<file path="src/rtl/serial_subtractor.sv">
// Bit-serial LSB-first subtractor: diff = (a - b) mod 2^WIDTH, one bit per clock, start/busy/done handshake.
// Optional signed-overflow output enabled by defining SERSUB_OVERFLOW_EN.
module serial_subtractor #(
  parameter int WIDTH = 8
) (
  input  logic             i_clk,
  input  logic             i_rst_n,
  input  logic             i_start,
  input  logic [WIDTH-1:0] i_a,
  input  logic [WIDTH-1:0] i_b,
  output logic             o_busy,
  output logic             o_done,
  output logic [WIDTH-1:0] o_diff,
  output logic             o_borrow
`ifdef SERSUB_OVERFLOW_EN
  ,
  output logic             o_overflow
`endif
);

  localparam int CW = $clog2(WIDTH + 1);
  localparam logic [CW-1:0] LAST_CNT = CW'(WIDTH - 1);

  typedef enum logic [1:0] {
    S_IDLE  = 2'd0,
    S_SHIFT = 2'd1,
    S_DONE  = 2'd2
  } state_t;

  state_t           r_state;
  state_t           w_state_nxt;
  logic [WIDTH-1:0] r_a;
  logic [WIDTH-1:0] r_b;
  logic [WIDTH-1:0] r_res;
  logic             r_bi;
  logic [CW-1:0]    r_cnt;
  logic [WIDTH-1:0] r_diff;
  logic             r_borrow;

  logic             w_x;
  logic             w_y;
  logic             w_d;
  logic             w_bo;
  logic [WIDTH-1:0] w_res_nxt;
  logic             w_last;
  logic             w_accept;
  logic             w_complete;

  // Full-subtract cell: two half-subtractors chained through the borrow flop.
  assign w_x       = r_a[0];
  assign w_y       = r_b[0];
  assign w_d       = w_x ^ w_y ^ r_bi;
  assign w_bo      = (~w_x & w_y) | (~(w_x ^ w_y) & r_bi);
  assign w_res_nxt = {w_d, r_res[WIDTH-1:1]};
  assign w_last    = (r_cnt == LAST_CNT);

  always_ff @(posedge i_clk or negedge i_rst_n) begin
    if (!i_rst_n) begin
      r_state <= S_IDLE;
    end else begin
      r_state <= w_state_nxt;
    end
  end

  always_comb begin
    w_state_nxt = r_state;
    w_accept    = 1'b0;
    w_complete  = 1'b0;
    case (r_state)
      S_IDLE: begin
        if (i_start) begin
          w_accept    = 1'b1;
          w_state_nxt = S_SHIFT;
        end
      end
      S_SHIFT: begin
        if (w_last) begin
          w_complete  = 1'b1;
          w_state_nxt = S_DONE;
        end
      end
      S_DONE: begin
        if (i_start) begin
          w_accept    = 1'b1;
          w_state_nxt = S_SHIFT;
        end else begin
          w_state_nxt = S_IDLE;
        end
      end
      default: w_state_nxt = S_IDLE;
    endcase
  end

`ifdef SERSUB_OVERFLOW_EN
  logic r_a_msb;
  logic r_b_msb;
  logic r_overflow;
`endif

  always_ff @(posedge i_clk or negedge i_rst_n) begin
    if (!i_rst_n) begin
      r_a      <= '0;
      r_b      <= '0;
      r_res    <= '0;
      r_bi     <= 1'b0;
      r_cnt    <= '0;
      r_diff   <= '0;
      r_borrow <= 1'b0;
`ifdef SERSUB_OVERFLOW_EN
      r_a_msb    <= 1'b0;
      r_b_msb    <= 1'b0;
      r_overflow <= 1'b0;
`endif
    end else if (w_accept) begin
      r_a   <= i_a;
      r_b   <= i_b;
      r_res <= '0;
      r_bi  <= 1'b0;
      r_cnt <= '0;
`ifdef SERSUB_OVERFLOW_EN
      r_a_msb <= i_a[WIDTH-1];
      r_b_msb <= i_b[WIDTH-1];
`endif
    end else if (r_state == S_SHIFT) begin
      r_a   <= {1'b0, r_a[WIDTH-1:1]};
      r_b   <= {1'b0, r_b[WIDTH-1:1]};
      r_res <= w_res_nxt;
      r_bi  <= w_bo;
      r_cnt <= r_cnt + 1'b1;
      // Results are published only here, so partial sums never reach the outputs.
      if (w_complete) begin
        r_diff   <= w_res_nxt;
        r_borrow <= w_bo;
`ifdef SERSUB_OVERFLOW_EN
        r_overflow <= (r_a_msb ^ r_b_msb) & (r_a_msb ^ w_res_nxt[WIDTH-1]);
`endif
      end
    end
  end

  assign o_busy   = (r_state == S_SHIFT);
  assign o_done   = (r_state == S_DONE);
  assign o_diff   = r_diff;
  assign o_borrow = r_borrow;
`ifdef SERSUB_OVERFLOW_EN
  assign o_overflow = r_overflow;
`endif

endmodule

</file>
<file path="config.mk">
export PLATFORM = sky130hd
export DESIGN_NAME = serial_subtractor
export DESIGN_NICKNAME = d
export VERILOG_FILES = /design/src/rtl/serial_subtractor.sv
export SDC_FILE = /design/constraint.sdc
export NUM_CORES = 1
export LEC_CHECK = 0
export BUFFER_PORTS_ARGS = -buffer_cell sky130_fd_sc_hd__buf_2
export CAP_MARGIN = 20
export CORE_MARGIN = 4
export CORE_UTILIZATION = 48
export CTS_CLUSTER_DIAMETER = 200
export DETAILED_ROUTE_END_ITERATION = 8
export GPL_TIMING_DRIVEN = 0
export PLACE_DENSITY = 0.78
export SYNTH_ARGS = -nofsm -noshare
export SYNTH_HDL_FRONTEND = slang
export SYNTH_SLANG_ARGS = --single-unit
</file>
<file path="constraint.sdc">
create_clock -name i_clk -period 1.6 [get_ports i_clk]
set_input_delay 0.24 -clock i_clk [delete_from_list [all_inputs] [get_ports i_clk]]
set_output_delay 0.24 -clock i_clk [all_outputs]
set_load 0.01 [all_outputs]
</file>
After elaboration in Yosys (flattened, before gate mapping)
Cells that the tools add are included.

$add $sub $neg: 1. Equal/unequal tests: 5. Mux-type cells: 18. Reductions and logical operators: 5. Bitwise gates (word level): 8.

Operators by type and width (count): 2-to-1 mux 8 bit (6); 2-to-1 mux 4 bit (2); 2-to-1 mux 1 bit (7); one-hot mux 2 bit (3 select lines) (1); adder 4 x 1 -> 4 bit, second input constant (1); == test 4 x 3 -> 1 bit, second input constant (1); 2-to-1 mux 2 bit (2); NOT 1 bit (3); AND reduction 3 bit (1); AND 1 bit (2); == test 2 x 1 -> 1 bit, second input constant (1); == test 2 bit, second input constant (1); zero test 2 bit (1); inequality test 2 x 1 -> 1 bit, second input constant (1); inequality test 2 bit, second input constant (1); AND reduction 2 bit (1); nonzero test 2 bit (1); OR reduction 2 bit (1); XOR 1 bit (2); bitwise OR 1 bit (1).

Input bits: 19. Register bits after elaboration: 40.

Longest topological paths before layout
Depth after elaboration: 6. Mapped depth: 6. Mapped depth without buffers: 4.

Worst setup path after synthesis
OpenSTA, ideal clock, no wires.

Kind: register to register. Start: register r_state[1]. End: register r_diff[0], in the netlist o_diff[0]. Path buffers: 1. Arrival: 1343 ps. Setup time: 125 ps. Path slack: 132 ps. Clock period less this slack: 1468 ps. Stages on the path, launching flop included: 5. Data required time: 1475 ps. Cells stage by stage: dfrtp_1 > nand2b_1 > buf_6 > nor3_4 > mux2_2.

Longest elaborated chain between the ends: 5.

Ends and longest elaborated chain: start: declaration (line 30) `state_t r_state;`; start signal: assignment (line 61) `r_state <= w_state_nxt;`; == test 2 bit / zero test 2 bit (equally long branches) (line 69) `case (r_state)`; OR reduction 2 bit (no line); 2-to-1 mux 1 bit; NOT 1 bit (no line); AND reduction 3 bit (no line) *; end signal: assignment (line 132) `r_diff <= w_res_nxt;`; end: declaration (line 37) `logic [WIDTH-1:0] r_diff;`.

Mark *: on every way between the ends. The rest lies on a longest branch, timed or not. A chain may end at the register's enable or synchronous reset.

Final worst setup path
Start: register r_cnt[0]. End: register r_diff[1], in the netlist o_diff[1].

Longest elaborated chain between the ends: 4.

Ends and longest elaborated chain: start: declaration (line 36) `logic [CW-1:0] r_cnt;`; start signal: assignment (line 129) `r_cnt <= r_cnt + 1'b1;`; == test 4 x 3 -> 1 bit (line 55) `assign w_last = (r_cnt == LAST_CNT);`; 2-to-1 mux 1 bit (line 77) `if (w_last) begin`; 2-to-1 mux 1 bit (line 69); AND reduction 3 bit (no line).

No other way between the ends.

==> flow_metrics.tcl <==
set metrics [dict create \
    fin_crit_sh_pct 93.6 \
    fin_nets 193 \
    fillCellCount 269 \
    cp.required_ns 1.82 \
    portBuffers 29 \
    io_pins 30 \
    multi_input_area_um2 573 \
    reg2reg_from "r_cnt[0]$_DFFE_PN0P_" \
    failed_checks "hold timing" \
    n_antenna_cell 0 \
    die_h_um 65.9 \
    synth-seq-area-share_pct 60.7 \
    worst_setup_path_end_kind "flip-flop" \
    startpoint_type "flip-flop" \
    coreArea_mm2 0.00313 \
    cts_root_buffer "clkbuf_4" \
    p_leak_nw 0.942 \
    drc 0 \
    h-tree-depth 2 \
    wl_per_cell_um 15.5 \
    worstMarginPinSlew_ns 0.850 \
    cts.clk_slew.worst_paths_ns 0.10 \
    cts_sinks 39 \
    ys_ff_latch 39 \
    cts_hold_buf 0 \
    relSlewSlack_pct 43.3 \
    routabilityCongestion 0.740 \
    grt.overflow.total 0 \
    regArea_um2 976 \
    path_max_fanout 10 \
    cts_tree "built" \
    rsz0062_at_grt "false" \
    synth_edf_count 0 \
    dr.pass1.iters 5 \
    cts_made_buffers 5 \
    ant_nets 0 \
    final_common_cell "dfrtp_1" \
    skew_ns 0.00805 \
    antenna_found_initial 0 \
    num_rows 20 \
    clockBufferDepth 2 \
    hp-class "in -> async" \
    crit_end "o_diff[1]$_DFFE_PN0P_" \
    die_area_mm2 0.00434 \
    netlist_instances 133 \
    grt_max_degree 40 \
    placedCellCount 206 \
    ys_types 25 \
    synth_warnings 0 \
    drive_above_1_share_pct 32.2 \
    instances_no_fill 215 \
    synth_area_mm2 0.00161 \
    syn_nets 154 \
    avgSynthCellArea_um2 12.1 \
    peakVddDrop_uv 896 \
    drtIter0Drc 53 \
    ys.flop_type "dfrtp_1" \
    crit_start "r_cnt[0]$_DFFE_PN0P_" \
    mostFrequentLayoutCells "39 x dfrtp_1, 31 x buf_2, 17 x nand2_1" \
    hold_viol 5 \
    cp.arrival_ns 1.72 \
    layout-area-overhead-vs-synth_pct 18.7 \
    grt_pass1_wl_um 5660 \
    initial_core_util_pct 51.4 \
    vias_per_cell 5.46 \
    r2r-end "o_diff[1]$_DFFE_PN0P_" \
    period_minus_slack_ns 1.50 \
    setup_viol 0 \
    drv_slew 0 \
    whs_ns -0.00443 \
    crit_type "reg -> reg" \
    drv_cap 0 \
    async_reset_ff_share_pct 100 \
    drt_wl_total_um 3340 \
    r2r_slack_ns 0.10 \
    p_per_area_mw_per_mm2 1950 \
    via_count 1173 \
    grt_util_all_layers_pct 17.5 \
    first_global_vias 1213 \
    reg2regPathDepth 5 \
    insertion_delay_ns 0.34 \
    status "finished, violations left" \
    hpwl_um 2320 \
    die_w_um 65.9 \
    clock.fmax_mhz 668 \
]
-- cell type report --
type	count	area share (%)
multi-input combinational	81	30.0
timing repair buffer	34	10.6
clock buffer	6	2.16
sequential	39	51.1
buffer	7	2.03
tap	44	2.89
inverter	4	1.18
-- registers in the layout (all words and copies together), names as in the netlist --
signal / flops
o_diff: 8
r_a: 8
r_b: 8
r_res: 7
r_cnt: 4
r_state: 2
o_borrow: 1
r_bi: 1
-- kinds of logic (layout without fill, tap and decap cells) --
kind of cell,after synthesis,after routing,synth area share [%]
AOI/OAI and AO/OA,28,28,13.8
adders and majority gates,2,2,2.02
buffers and inverters,13,51,3.81
DFF,39,39,60.7
muxes,11,11,7.47
and+or+nand+nor,40,40,12.2
-- worst max-delay path, cell delays in order, from the launching register on --
cell	delay [ns]
dfrtp_1	0.41
ha_2	0.21
nand2_1	0.09
nor3_4	0.17
buf_12	0.16
mux2_2	0.34
-- routing by layer --
layer	GRT usage, %	share of wire (%)	vias to the layer above	routed length (um)
met5	0	0	-	0
met4	8.55	2.0	0	68
met3	4.08	3.8	7	126
met2	29.7	54	31	1800
met1	20.9	40	580	1340
li1	-	-	555	-
-- power by group --
| part | switching, mW | internal [mW] | total [mW] |
|---|---|---|---|
| registers | 0.277 | 1.43 | 1.71 |
| logic | 0.823 | 0.765 | 1.59 |
| clock network | 0.280 | 0.156 | 0.436 |
-- Yosys cell counts (2+ instances only) --
cell,number,area share [%]
mux2i_1,3,1.9
nor2b_1,2,0.78
nand2b_1,2,0.78
nand3_1,13,4.0
a22o_1,11,6.0
clkbuf_1,4,0.93
inv_1,3,0.70
mux2_2,8,5.6
nor2_1,2,0.47
buf_2,4,1.2
a22oi_1,12,5.6
nand2_1,17,4.0
dfrtp_1,39,61
o21ai_0,2,0.62
-- stage by stage --
stage	total power, mW	worst slack [ns]	instance area (um^2)	util [%]	setup TNS (ns)
finish	3.73	0.103	1910	61.0	0
global route	4.05	0.0300	1910	61.0	0
CTS	3.75	-0.00441	1900	60.8	-0.00441
detailed placement	3.20	-0.0620	1810	57.8	-0.383
global placement	3.11	-0.0104	1810	57.8	-0.0697
floorplan	2.72	0.132	1610	-	0
-- how the worst min path moves through the flow --
stage / slack [ns] / end / depth (start not counted)
after detailed placement: 0.39 / r_b[5]$_DFFE_PN0P_ / 1
after global routing: 0.04 / r_a[1]$_DFFE_PN0P_ / 1
after floorplan: -0.06 / o_borrow$_DFFE_PN0P_ / 0
after CTS: 0.01 / r_a[1]$_DFFE_PN0P_ / 1
final: -0.004 / r_b[5]$_DFFE_PN0P_ / 1
after global placement: 0.37 / r_b[4]$_DFFE_PN0P_ / 1
-- repair_timing --
action,in CTS,in global routing
pin swaps,1,1
setup buffers,2,3
resized for setup,7,3
setup endpoints to repair,9,21
Note: power is estimated with default switching activity, not from simulation.
